### config.mk
export PLATFORM = sky130hd
export DESIGN_NAME = exe_wb_arbiter
export DESIGN_NICKNAME = d
export VERILOG_FILES = /design/src/rtl/exe_wb_arbiter_pkg.sv /design/src/rtl/exe_wb_arbiter_wb_fifo.sv /design/src/rtl/exe_wb_arbiter.sv
export SDC_FILE = /design/constraint.sdc
export NUM_CORES = 1
export LEC_CHECK = 0
export BUFFER_PORTS_ARGS = -buffer_cell sky130_fd_sc_hd__buf_4
export CORE_ASPECT_RATIO = 0.9
export CORE_UTILIZATION = 50
export DETAILED_ROUTE_END_ITERATION = 10
export HOLD_SLACK_MARGIN = 0.05
export PLACE_DENSITY = 0.69
export RECOVER_POWER = 25
export SYNTH_ARGS = -nofsm -noshare
export SYNTH_HDL_FRONTEND = slang
export SYNTH_SLANG_ARGS = --single-unit
### constraint.sdc
create_clock -name clk -period 4 [get_ports clk]
set_input_delay 0 -clock clk [delete_from_list [all_inputs] [get_ports clk]]
set_output_delay 0 -clock clk [all_outputs]
set_load 0.03 [all_outputs]
### src/rtl/exe_wb_arbiter_pkg.sv
// Shared types for the writeback arbiter: the execution-unit result bus,
// the queued writeback entry and the source index constants.
package exe_wb_arbiter_pkg;

    typedef struct packed {
        logic        instruction_valid;
        logic        register_write;
        logic [4:0]  rd;
        logic [31:0] exe_result;
    } exe_wb_inf_t;

    typedef struct packed {
        logic [4:0]  rd;
        logic [31:0] exe_result;
    } wb_entry_t;

    localparam int WB_SRC_ALU = 0;
    localparam int WB_SRC_MUL = 1;
    localparam int WB_SRC_LSU = 2;

    // Only results that actually change architectural state are queued; x0 is never written.
    function automatic logic wb_qualifies(input exe_wb_inf_t inf);
        return inf.instruction_valid && inf.register_write && (inf.rd != 5'd0);
    endfunction

endpackage

### src/rtl/exe_wb_arbiter_wb_fifo.sv
// Per-source result queue: power-of-two depth, occupancy count 0..DEPTH,
// head entry presented combinationally on rdata.
module wb_fifo
    import exe_wb_arbiter_pkg::*;
#(
    parameter  int DEPTH = 4,
    localparam int CNT_W = $clog2(DEPTH + 1)
) (
    input  logic             clk,
    input  logic             rst,
    input  logic             push,
    input  logic             pop,
    input  wb_entry_t        wdata,
    output wb_entry_t        rdata,
    output logic [CNT_W-1:0] count
);

    localparam int PTR_W = $clog2(DEPTH);

    logic [PTR_W-1:0] r_wr_ptr;
    logic [PTR_W-1:0] r_rd_ptr;
    logic [CNT_W-1:0] r_count;
    wb_entry_t        r_mem [DEPTH];
    logic             w_pop;

    assign w_pop = pop && (r_count != '0);
    assign rdata = r_mem[r_rd_ptr];
    assign count = r_count;

    always_ff @(posedge clk or posedge rst) begin
        if (rst) begin
            r_wr_ptr <= '0;
            r_rd_ptr <= '0;
            r_count  <= '0;
        end else begin
            if (push) begin
                r_wr_ptr <= r_wr_ptr + PTR_W'(1);
            end
            if (w_pop) begin
                r_rd_ptr <= r_rd_ptr + PTR_W'(1);
            end
            case ({push, w_pop})
                2'b10:   r_count <= r_count + CNT_W'(1);
                2'b01:   r_count <= r_count - CNT_W'(1);
                default: r_count <= r_count;
            endcase
        end
    end

    // Storage carries data only, so it needs no reset.
    always_ff @(posedge clk) begin
        if (push) begin
            r_mem[r_wr_ptr] <= wdata;
        end
    end

    assert property (@(posedge clk) disable iff (rst)
        !(push && !w_pop && (r_count == CNT_W'(DEPTH))));

endmodule

### src/rtl/exe_wb_arbiter.sv
// Sole owner of the register-file write port: queues results from each
// execution unit and retires one per cycle in round-robin order.
module exe_wb_arbiter
    import exe_wb_arbiter_pkg::*;
#(
    parameter  int NUM_SRC = 3,
    parameter  int DEPTH   = 4,
    localparam int SRC_W   = (NUM_SRC > 1) ? $clog2(NUM_SRC) : 1,
    localparam int CNT_W   = $clog2(DEPTH + 1)
) (
    input  logic              clk,
    input  logic              rst,
    input  exe_wb_inf_t       wb_inf_in [NUM_SRC],
    output logic              wb_stall,
    output logic              rf_we,
    output logic [4:0]        rf_waddr,
    output logic [31:0]       rf_wdata,
    output logic [SRC_W-1:0]  rf_src
);

    logic [NUM_SRC-1:0] w_push;
    logic [NUM_SRC-1:0] w_pop;
    logic [NUM_SRC-1:0] w_nonempty;
    logic [CNT_W-1:0]   w_count [NUM_SRC];
    wb_entry_t          w_wdata [NUM_SRC];
    wb_entry_t          w_head  [NUM_SRC];
    logic               w_stall;
    logic               w_grant_vld;
    logic [SRC_W-1:0]   w_grant_idx;
    logic [SRC_W-1:0]   w_cand;
    logic [SRC_W-1:0]   r_rr_ptr;
    logic               r_stall_q;

    // A producer frozen by last cycle's stall still shows an already-pushed result.
    for (genvar gi = 0; gi < NUM_SRC; gi++) begin : g_src
        assign w_push[gi]     = wb_qualifies(wb_inf_in[gi]) && !r_stall_q;
        assign w_pop[gi]      = w_grant_vld && (w_grant_idx == SRC_W'(gi));
        assign w_nonempty[gi] = (w_count[gi] != '0);
        assign w_wdata[gi]    = '{rd: wb_inf_in[gi].rd, exe_result: wb_inf_in[gi].exe_result};

        wb_fifo #(.DEPTH(DEPTH)) u_fifo (
            .clk   (clk),
            .rst   (rst),
            .push  (w_push[gi]),
            .pop   (w_pop[gi]),
            .wdata (w_wdata[gi]),
            .rdata (w_head[gi]),
            .count (w_count[gi])
        );
    end

    always_comb begin
        w_stall = 1'b0;
        for (int i = 0; i < NUM_SRC; i++) begin
            if (w_count[i] >= CNT_W'(DEPTH - 1)) begin
                w_stall = 1'b1;
            end
        end
    end

    assign wb_stall = w_stall;

    // Scan from the farthest candidate back to r_rr_ptr so the nearest non-empty queue wins.
    always_comb begin
        w_grant_vld = 1'b0;
        w_grant_idx = '0;
        w_cand      = '0;
        for (int k = NUM_SRC - 1; k >= 0; k--) begin
            w_cand = SRC_W'((int'(r_rr_ptr) + k) % NUM_SRC);
            if (w_nonempty[w_cand]) begin
                w_grant_vld = 1'b1;
                w_grant_idx = w_cand;
            end
        end
    end

    always_ff @(posedge clk or posedge rst) begin
        if (rst) begin
            r_stall_q <= 1'b0;
            r_rr_ptr  <= '0;
            rf_we     <= 1'b0;
            rf_waddr  <= '0;
            rf_wdata  <= '0;
            rf_src    <= '0;
        end else begin
            r_stall_q <= w_stall;
            rf_we     <= w_grant_vld;
            if (w_grant_vld) begin
                r_rr_ptr <= (w_grant_idx == SRC_W'(NUM_SRC - 1)) ? '0 : w_grant_idx + SRC_W'(1);
                rf_waddr <= w_head[w_grant_idx].rd;
                rf_wdata <= w_head[w_grant_idx].exe_result;
                rf_src   <= w_grant_idx;
            end
        end
    end

endmodule

==> results of run 1 <==
==> registers in the layout, summed over array words and instances (netlist names) <==
register,flops
g_src.u_fifo.r_mem,444
rf_wdata,32
g_src.u_fifo.count,9
g_src.u_fifo.r_rd_ptr,6
g_src.u_fifo.r_wr_ptr,6
rf_waddr,5
r_rr_ptr,2
rf_src,2
r_stall_q,1
rf_we,1
==> layer usage <==
layer	GRT usage (%)	share of wire, %
met5	0	0
met4	5.390	1.6
met3	4.113	6.4
met2	37.09	49
met1	31.20	43
==> cells in the mapped netlist, types with 5 or more instances <==
cell type and number:
xnor2_1 11, edfxtp_1 444, buf_1 6, mux2i_1 40
a21oi_1 14, and2_1 12, inv_1 23, o21ai_1 20
o21ai_0 9, clkbuf_1 15, mux4_2 111, dfrtp_1 64
buf_6 5, o22ai_1 13, a22oi_1 24, nor2_1 9
ha_1 19, buf_2 12, nor3_1 6, xor2_1 7
nand2_1 15
==> worst paths after layout <==
path,slack [ns],from,endpoint,cells after the start
min in group clk,0.19,wb_inf_in[62],g_src[1].u_fifo.r_mem[2][23]$_DFFE_PP_,2
max reg2reg,0.78,r_rr_ptr[0]$_DFFE_PP0N_,g_src[2].u_fifo.count[2]$_DFFE_PP0P_,13
min reg2reg,0.49,rf_src[1]$_DFFE_PP0N_,rf_src[1]$_DFFE_PP0N_,2
min,0.13,rst,rf_wdata[29]$_DFFE_PP0N_,3
max,0.78,r_rr_ptr[0]$_DFFE_PP0N_,g_src[2].u_fifo.count[2]$_DFFE_PP0P_,13
max in group asynchronous,2.95,rst,g_src[2].u_fifo.r_rd_ptr[0]$_DFFE_PP0P_,4
==> through the flow <==
| step | power (W) | worst slack (ns) | std cells | instance area [um^2] |
|---|---|---|---|---|
| after global placement | 0.01216 | 1.064 | 1580 | 21390 |
| after detailed placement | 0.01230 | 0.9283 | 1580 | 21390 |
| after CTS | 0.01733 | 0.8209 | 1791 | 24300 |
| after global routing | 0.01795 | 0.5682 | 1793 | 24050 |
| final | 0.01714 | 0.7805 | 1794 | 24060 |
| after floorplan | 0.01065 | 1.095 | 910 | 19460 |
==> repair_timing <==
action / CTS / global route
hold buffers: 118 / 0
resized for setup: 0 / 0
setup endpoints to repair: 0 / 0
hold endpoints to repair: 486 / 0
==> cell families (layout without fill, tap and decap cells) <==
family	Yosys count	in the layout	share of synthesized area, %
AO/OA/AOI/OAI	88	88	2.797
XOR/XNOR	18	18	0.8100
adder cells (fa/ha/maj)	22	22	1.530
buffers and inverters	66	422	1.575
flip-flops	508	508	76.73
multiplexers	151	151	14.90
other	0	3	0
AND/OR/NAND/NOR	57	57	1.652
==> power by group through the flow <==
stage | Clock, W | Combinational, W | Sequential, W
final | 0.00493 | 0.00521 | 0.00700
after detailed placement | 0 | 0.00517 | 0.00713
after global routing | 0.00522 | 0.00565 | 0.00708
after CTS | 0.00501 | 0.00530 | 0.00702
after floorplan | 0 | 0.00370 | 0.00695
after global placement | 0 | 0.00505 | 0.00711
==> layout make-up <==
| class | instances | area (um^2) | share of cell area, % |
|---|---|---|---|
| Inverter | 25 | 95.09 | 0.3953 |
| Clock buffer | 58 | 1313 | 5.456 |
| Antenna cell | 3 | 7.507 | 0.03121 |
| Multi-Input combinational cell | 336 | 4238 | 17.62 |
| Timing Repair Buffer | 304 | 2385 | 9.913 |
| Tap cell | 525 | 656.9 | 2.731 |
| Clock inverter | 35 | 420.4 | 1.748 |
| Sequential cell | 508 | 14940 | 62.11 |
==> worst min-delay path, stage by stage <==
cell and delay (ns):
dlygate4sd3_1 0.53, buf_4 0.13, clkinv_2 0.53
==> impl_metrics.ini, run 1 <==
[outcome]
outcome = completed

[floorplanning]
dieArea_um2 = 39720
rows = 68
die_x_um = 210.0
io_pins = 160
core_area_um2 = 38370
start_util_pct = 50.72
die_h_um = 189.2

[power_and_ir_drop]
p_sw_share_pct = 31.52
clockPowerShare_pct = 28.8
seq_power_share_pct = 40.8
p_sw_w = 0.005402
p_leak_nw = 8.357
power.density_nw_per_um2 = 712.4
max-vdd-ir-drop_v = 0.0005483
internal_power_w = 0.01174
power_frac_comb_pct = 30.4

[yosys]
async_flop_share_pct = 12.60
syn-num-nets = 1051
ys_ff_latch = 508
ys.flop_type = edfxtp_1
yosys_warnings = 0
synth_top_area_share_pct = 68.51
netlist_area_um2 = 19460
yosysUniqueCellTypes = 41
ys_top_cells_by_area = edfxtp_1 (69%), mux4_2 (13%), dfrtp_1 (8.2%), mux2i_1 (2.1%), ha_1 (1.2%)
syn_area_per_cell_um2 = 21.39
synth_cells = 910
yosysSeqAreaShare_pct = 76.73
synth_edf_count = 444
synth_top_area_cell = edfxtp_1

[critical_path]
cp_slowest_stage_delay_ns = 0.40
cp_top_family = adder cells
worstSetupEndpointType = flop
cp_max_fo = 28
crit_chain = inv_1 -> ha_1 -> nor2b_1 -> o21ai_0 -> o31a_1 -> inv_1 -> buf_4 -> ha_1 -> inv_1 -> fa_1 -> xor2_1 -> nor2_1 -> xor2_1
cpMaxStageDelayCell = buf_4
cp-start-kind = flop
path_class = reg -> reg
arrival_ns = 3.71
crit_top_cell = inv_1
cp.required_ns = 4.49
path_buf_inv = 4

[timing]
hold_slack_ns = 0.1345
fin_setup_tns_ns = 0
finClkSkew_ns = 0.01226
min_period_ns = 3.219
period_share_pct = 80.49
finalHoldViolCount = 0
clock.fmax_mhz = 310.6
rsz0062_at_grt = no
slew_viol_final = 0
relSlewSlack_pct = 23.39
finalSetupViolations = 0
tightest_slew_ns = 1.149

[finish]
nets = 1367
syn2layout_area_growth_pct = 23.61
fill_cells = 2714
drive_gt1_share_pct = 25.91
final_cell_mix = edfxtp_1 (444), dlygate4sd3_1 (118), buf_4 (113), mux4_2 (111), clkbuf_1 (74)
utilization_pct = 62.69
layout_commonest_cell = edfxtp_1

[global_routing]
antenna_found_initial = 3
track_usage_pct = 22.41
grt_pass1_vias = 10640
grt_overflow = 0
grt_pass1_wl_um = 64650
grt_max_degree = 42

[hold_path]
hold_class = in -> async

[clock_network]
post_cts_buffers = 0
h-tree-depth = 2
clock_path_buffers = 3
cts_buffers = 51
cts_num_sinks = 508
cts.clk_slew.worst_paths_ns = 0.06
root_buffer = clkbuf_16
clk_latency_ns = 0.57
cts_tree = done

[route]
firstDrtPassIters = 5
wirelength_um = 42860
drcViolationCount = 0
ant_nets = 0
wl_per_cell_um = 23.89
vias_per_cell = 5.528
num_vias = 9917
drt_iter0_markers = 682

[placed_design]
gp_congestion = 0.7862
port_buffers = 159
hpwlAfterDp_um = 26340

[run]
maxCapViolCount = 0
Power figures use the tool's default switching activity.
==> run 2, diff against run 1 <==
--- a/config.mk
+++ b/config.mk
@@ -5,12 +5,13 @@
 export SDC_FILE = /design/constraint.sdc
 export NUM_CORES = 1
 export LEC_CHECK = 0
+export ABC_AREA = 1
 export BUFFER_PORTS_ARGS = -buffer_cell sky130_fd_sc_hd__buf_4
 export CORE_ASPECT_RATIO = 0.9
 export CORE_UTILIZATION = 50
 export DETAILED_ROUTE_END_ITERATION = 10
 export HOLD_SLACK_MARGIN = 0.05
-export PLACE_DENSITY = 0.69
+export PLACE_DENSITY = 0.71
 export RECOVER_POWER = 25
 export SYNTH_ARGS = -nofsm -noshare
 export SYNTH_HDL_FRONTEND = slang
==> constraint.sdc (replaced) <==
create_clock -name clk -period 2.6 [get_ports clk]
set_input_delay 0 -clock clk [delete_from_list [all_inputs] [get_ports clk]]
set_output_delay 0 -clock clk [all_outputs]
set_load 0.03 [all_outputs]
==> run 2 against run 1 <==
  * Final cell count increased by 40%
  * First-iteration DRC count increased by 91%
  * Core utilization increased by 0.24 points
  * Clock-buffer cell count increased by 9
  * Critical path depth increased by 4
  * Sequential share of layout area decreased by 2.5 points
  * Worst hold slack got worse by 0.052 ns
  * Power increased by 73%
  * Sequential power increased by 46%
  * Via count increased by 39%
  * Area after synthesis increased by 4.6%
  * Maximum frequency increased by 27%
==> impl_metrics.ini, run 2 <==
[outcome]
outcome = completed

[timing]
relSlewSlack_pct = 56.83
min_period_ns = 2.542
tightest_slew_ns = 0.6436
rsz0062_at_grt = yes
finalHoldViolCount = 0
finalSetupViolations = 0
period_share_pct = 97.78
slew_viol_final = 0
clock.fmax_mhz = 393.3
fin_setup_tns_ns = 0
finClkSkew_ns = 0.02346

[critical_path]
worstSetupEndpointType = flop
cp.required_ns = 3.05
crit_top_cell = nand2_2
cpMaxStageDelayCell = dfrtp_1
cp-start-kind = flop
crit_chain = inv_2 -> ha_4 -> inv_4 -> nand3_1 -> nand3_2 -> nand2_2 -> nand2_2 -> o21ai_4 -> nor2_4 -> nand2_2 -> inv_1 -> ha_1 -> inv_2 -> fa_1 -> a21oi_2 -> o21ai_1 -> xor2_1
cp_max_fo = 6
path_class = reg -> reg
cp_slowest_stage_delay_ns = 0.41
arrival_ns = 2.99

[power_and_ir_drop]
max-vdd-ir-drop_v = 0.0007187
p_sw_w = 0.01199
seq_power_share_pct = 34.2
internal_power_w = 0.01773
clockPowerShare_pct = 23.7
power_frac_comb_pct = 42.1
power.density_nw_per_um2 = 1186
p_sw_share_pct = 40.34
p_leak_nw = 8.990

[floorplanning]
start_util_pct = 51.13
core_area_um2 = 39800
io_pins = 160
rows = 69
die_h_um = 193.4
dieArea_um2 = 41510
die_x_um = 214.7

[yosys]
synth_top_area_share_pct = 65.51
yosysMostFrequentCell = edfxtp_1
synth_cells = 1647
yosysSeqAreaShare_pct = 73.38
synth_edf_count = 444
ys.flop_type = edfxtp_1
netlist_area_um2 = 20350
syn_area_per_cell_um2 = 12.36
yosys_warnings = 0
synth_top_area_cell = edfxtp_1
yosysUniqueCellTypes = 32
synthTopCellsByCount = edfxtp_1 (444), nor2_1 (363), o21ai_0 (207)
async_flop_share_pct = 12.60
ys_top_cells_by_area = edfxtp_1 (66%), dfrtp_1 (7.9%), nor2_1 (6.7%), o21ai_0 (5.1%), nand3_1 (2.7%)
ys_ff_latch = 508
syn-num-nets = 1788

[finish]
syn2layout_area_growth_pct = 23.08
final_cell_mix = edfxtp_1 (444), nor2_1 (350), o21ai_0 (202), buf_4 (131), dlygate4sd3_1 (119)
layout_commonest_cell = edfxtp_1
fill_cells = 3014
nets = 2082
n_antenna_cell = 0
largest_register = g_src.u_fifo.r_mem
largest_register_ffs = 444
utilization_pct = 62.93
drive_gt1_share_pct = 13.43

[clock_network]
cts_buffers = 50
h-tree-depth = 2
cts.clk_slew.worst_paths_ns = 0.06
clk_latency_ns = 0.57
cts_num_sinks = 508
clock_path_buffers = 3
root_buffer = clkbuf_16
cts_tree = done

[global_routing]
grt_pass1_wl_um = 77980
grt_max_degree = 77
antenna_found_initial = 1
grt_overflow = 0
track_usage_pct = 24.74
grt_pass1_vias = 13620

[route]
drt_iter0_markers = 1303
ant_nets = 0
vias_per_cell = 5.501
wl_per_cell_um = 20.51
wirelength_um = 51530
num_vias = 13830
drcViolationCount = 0
firstDrtPassIters = 7

[placed_design]
gp_congestion = 0.8663
hpwlAfterDp_um = 32330
port_buffers = 159

[run]
maxCapViolCount = 0

[hold_path]
hold_class = in -> async
[run 2: cell count changes in the layout (fill, tap and decap cells not counted), sizes merged, moves of 50 or more]
cell   change
o21ai    +182
inv       +50
nand2    +106
mux4     -111
nand3    +110
nor2     +356
[run 2: worst paths after layout]
path,start,endpoint,slack [ns],cells after the start
min in group clk,wb_inf_in[78],g_src[0].u_fifo.r_mem[3][0]$_DFFE_PP_,0.19,2
hold reg to reg,rf_src[1]$_DFFE_PP0N_,rf_src[1]$_DFFE_PP0N_,0.47,2
hold / removal,rst,rf_src[0]$_DFFE_PP0N_,0.08,3
setup reg to reg,r_rr_ptr[0]$_DFFE_PP0N_,g_src[0].u_fifo.count[2]$_DFFE_PP0P_,0.06,17
setup / recovery,r_rr_ptr[0]$_DFFE_PP0N_,g_src[0].u_fifo.count[2]$_DFFE_PP0P_,0.06,17
max in group asynchronous,rst,rf_wdata[16]$_DFFE_PP0N_,1.74,4
[run 2: cell families after synthesis]
kind of cell,Yosys count,synth area share (%)
buf+inv,169,3.541
xor+xnor,12,0.5164
flops,508,73.38
fa+ha+maj,22,1.463
simple gates,630,12.92
compound gates,306,8.177
[run 2: repair_timing]
item	4_1_cts	5_1_grt
pin swaps	4	6
hold buffers	119	0
cloned	0	0
gates resized for setup	3	14
buffers inserted	2	2
hold endpoints to repair	496	0
setup endpoints to repair	2	22
[run 2: per-stage QoR]
| stage | hold slack (ns) | cells | instance area (um^2) | total power (W) | setup WS, ns |
|---|---|---|---|---|---|
| 5_1_grt | 0.1243 | 2513 | 25050 | 0.03135 | -0.09253 |
| 2_1_floorplan | 0.09887 | 1647 | 20380 | 0.01803 | -0.1390 |
| 3_3_place_gp | 0.1254 | 2298 | 22460 | 0.02212 | -0.01389 |
| 4_1_cts | 0.07547 | 2511 | 25270 | 0.02964 | 0.01055 |
| 3_5_place_dp | 0.1218 | 2298 | 22460 | 0.02242 | -0.03870 |
| 6_report | 0.08227 | 2513 | 25050 | 0.02971 | 0.05764 |
[run 2: cell type report]
type                    count  area, um^2  share of cell area [%]
clock buffers              67        1396                   5.575
clock inverters            25       205.2                  0.8192
inverters                  77       291.5                   1.164
multi-input cells         970        4826                   19.27
flip-flops and latches    508       14940                   59.64
well taps                 532       665.6                   2.657
repair buffers            334        2725                   10.88
[run 2: routing by layer]
| metal | vias to the layer above | GRT usage (%) | part of all wire, % |
|---|---|---|---|
| met2 | 505 | 39.84 | 48 |
| met5 | - | 0 | 0.025 |
| met3 | 98 | 5.833 | 8.2 |
| met1 | 6778 | 33.16 | 41 |
| li1 | 6442 | - | - |
| met4 | 2 | 8.386 | 3.1 |
[run 2: worst max-delay path: cells and delay by family, from the launching register on]
| family | cells | cell delay (ns) |
|---|---|---|
| adders and majority gates | 3 | 0.76 |
| and+or+nand+nor | 6 | 0.53 |
| DFF | 1 | 0.41 |
| AOI/OAI and AO/OA | 3 | 0.29 |
| buffers and inverters | 4 | 0.27 |
| xor gates and xnor gates | 1 | 0.15 |
[run 2: power by group through the flow]
stage	clock [W]	combinational [W]	sequential [W]
after global placement	0	0.0118	0.0103
after CTS	0.00711	0.0124	0.0102
final	0.00703	0.0125	0.0102
after detailed placement	0	0.0121	0.0103
after global routing	0.00742	0.0137	0.0102
after floorplan	0	0.00726	0.0108
==> run 3, diff against run 2 <==
--- a/config.mk
+++ b/config.mk
@@ -13,6 +13,9 @@
 export HOLD_SLACK_MARGIN = 0.05
 export PLACE_DENSITY = 0.71
 export RECOVER_POWER = 25
+export REMOVE_ABC_BUFFERS = 1
+export SLEW_MARGIN = 20
 export SYNTH_ARGS = -nofsm -noshare
 export SYNTH_HDL_FRONTEND = slang
+export SYNTH_HIERARCHICAL = 1
 export SYNTH_SLANG_ARGS = --single-unit
==> run 3 against run 2 <==
  * Clock-buffer cell count rose by 6
  * Core utilization down 1.8 points
  * Final cell count rose by 15%
  * Critical endpoint is now g_src[0].u_fifo/count[2]$_DFFE_PP0P_
  * Combinational power shrank 6%
==> impl_metrics.ini, run 3 <==
[floorplanning]
core_area_um2 = 43330
start_util_pct = 51.20
rows = 72
dieArea_um2 = 45220
io_pins = 160
die_h_um = 201.8
die_x_um = 224.0

[clock_network]
cts.clk_slew.worst_paths_ns = 0.06
root_buffer = clkbuf_16
cts_tree = done
cts_num_sinks = 508
h-tree-depth = 2
cts_buffers = 52
clock_path_buffers = 3
clk_latency_ns = 0.59

[yosys]
yosysSeqAreaShare_pct = 67.31
synth_edf_count = 444
async_flop_share_pct = 12.60
synth_top_area_share_pct = 60.09
synth_top_area_cell = edfxtp_1
yosysMostFrequentCell = nand2_1
syn_area_per_cell_um2 = 11.25
synth_cells = 1972
yosys_warnings = 6
ys.flop_type = edfxtp_1
yosysUniqueCellTypes = 28
netlist_area_um2 = 22190
ys_ff_latch = 508
ys_top_cells_by_area = edfxtp_1 (60%), nand2_1 (8.9%), o211ai_1 (7.5%), dfrtp_1 (7.2%), inv_1 (6.6%)
synthTopCellsByCount = nand2_1 (527), edfxtp_1 (444), inv_1 (389)

[timing]
clock.fmax_mhz = 401.9
fin_ws_ns = 0.1116
min_period_ns = 2.488
period_share_pct = 95.71
tightest_slew_ns = 0.8323
fin_setup_tns_ns = 0
finClkSkew_ns = 0.01976
slew_viol_final = 0
relSlewSlack_pct = 44.51
finalSetupViolations = 0
rsz0062_at_grt = yes
finalHoldViolCount = 0

[global_routing]
track_usage_pct = 23.02
grt_max_degree = 149
grt_pass1_wl_um = 79560
antenna_found_initial = 1
grt_overflow = 0
grt_pass1_vias = 14390

[critical_path]
cp-start-kind = flop
worstSetupEndpointType = flop
cp.required_ns = 3.08
reg2regPathDepth = 18
path_class = reg -> reg
arrival_ns = 2.97
cp_max_fo = 5

[hold_path]
hold_class = in -> reg
hold_depth = 5

[finish]
largest_register = g_src.u_fifo/r_mem
largest_register_ffs = 444
nets = 2387
drive_gt1_share_pct = 10.47
final_cell_mix = nand2_1 (522), edfxtp_1 (444), inv_1 (385), o211ai_1 (222), buf_4 (125)
multi_input_area_um2 = 5021
seq_area_um2 = 14930
layout_commonest_cell = nand2_1
fill_cells = 3450
syn2layout_area_growth_pct = 19.40

[route]
wirelength_um = 50990
firstDrtPassIters = 5
drcViolationCount = 0
vias_per_cell = 5.108
num_vias = 14740
drt_iter0_markers = 1244
wl_per_cell_um = 17.67
ant_nets = 0

[run]
maxCapViolCount = 0

[power_and_ir_drop]
max-vdd-ir-drop_v = 0.0008922
power.density_nw_per_um2 = 1098
p_leak_nw = 11.14

[placed_design]
dp_slack_ns = -0.03047
port_buffers = 159
gp_congestion = 0.8273
hpwlAfterDp_um = 31700

[outcome]
outcome = completed
[run 3: cell types whose count changed after synthesis, moves of 24 or more]
cell      previous run  this run
nand2_1            117       527
inv_1               72       389
o211ai_1             0       222
nor2_1             363         7
o22ai_1             53         1
buf_6                5        45
clkbuf_1            60        19
a21oi_1             31         5
o21ai_0            207        19
o21ai_1              3        27
[run 3: worst max-delay path: stages, from the launching register on]
cell and delay [ns]:
dfrtp_1 0.43, ha_4 0.31, inv_2 0.06, nand3_1 0.10
nand3_2 0.10, nand3_2 0.08, nand2_2 0.07, nand2_4 0.08
nand2_2 0.07, nor2_4 0.08, nand2_1 0.07, inv_1 0.07
ha_2 0.18, inv_2 0.05, fa_2 0.34, nand2_2 0.09
nand3_1 0.08, nand2_1 0.07, nand2_1 0.05
[run 3: layer usage]
metal  vias up  routed length (um)  global-route usage [%]
met3        75                3501                   3.489
met5         -                   0                       0
met1      7014               21970                   31.76
li1       7174                   -                       -
met2       473               24470                   37.70
met4         0                1047                   7.339
[run 3: per-stage QoR]
| stage | area, um^2 | total power (W) | hold slack (ns) | util [%] | std cells |
|---|---|---|---|---|---|
| after floorplan | 21380 | 0.01737 | -0.1966 | - | 1868 |
| after global placement | 23860 | 0.02135 | -0.002429 | 55.06 | 2668 |
| after detailed placement | 23860 | 0.02165 | -0.0009090 | 55.06 | 2668 |
| after CTS | 26710 | 0.02907 | 0.1059 | 61.63 | 2884 |
| after global routing | 26490 | 0.03090 | 0.1522 | 61.13 | 2885 |
| final | 26490 | 0.02909 | 0.1142 | 61.13 | 2885 |
[run 3: area by class of cell]
class,count,area share (%)
antenna,1,0.009446
clock buffer,73,5.328
clock inverter,25,0.8644
inverter,397,5.658
multi-input combinational,963,18.95
sequential,508,56.38
tap,592,2.796
timing repair buffer,326,10.01
[run 3: timing repair]
action                                 4_1_cts  5_1_grt
hold buffers                               117        0
buffers inserted                             1        0
pin swaps                                    0        1
setup endpoints to repair                    1        5
resized for setup                            4       17
endpoints found under the hold margin      512        0
[run 3: power by group]
| group | internal (W) | switching (W) |
|---|---|---|
| clock | 0.00418 | 0.00301 |
| combinational | 0.00384 | 0.00791 |
| sequential | 0.00967 | 0.000476 |
| total | 0.0177 | 0.0114 |
[run 3: logic make-up after synthesis]
kind of cell / synth area share, %
AOI/OAI and AO/OA: 8.724
xor gates and xnor gates: 0.2369
adders and majority gates: 1.229
DFF: 67.31
and+or+nand+nor: 12.14
buffers and inverters: 10.36
[run 3: path summary, 6_finish.rpt]
kind | from | endpoint | slack [ns]
setup / recovery | r_rr_ptr[1]$_DFFE_PP0N_ | g_src[0].u_fifo/count[2]$_DFFE_PP0P_ | 0.11
hold / removal | wb_inf_in[38] | g_src[2].u_fifo/r_wr_ptr[1]$_DFFE_PP0P_ | 0.11
setup reg to reg | r_rr_ptr[1]$_DFFE_PP0N_ | g_src[0].u_fifo/count[2]$_DFFE_PP0P_ | 0.11
hold reg to reg | rf_src[1]$_DFFE_PP0N_ | rf_src[1]$_DFFE_PP0N_ | 0.53
max in group asynchronous | rst | g_src[0].u_fifo/r_wr_ptr[1]$_DFFE_PP0P_ | 1.76
min in group asynchronous | rst | rf_wdata[13]$_DFFE_PP0N_ | 0.12
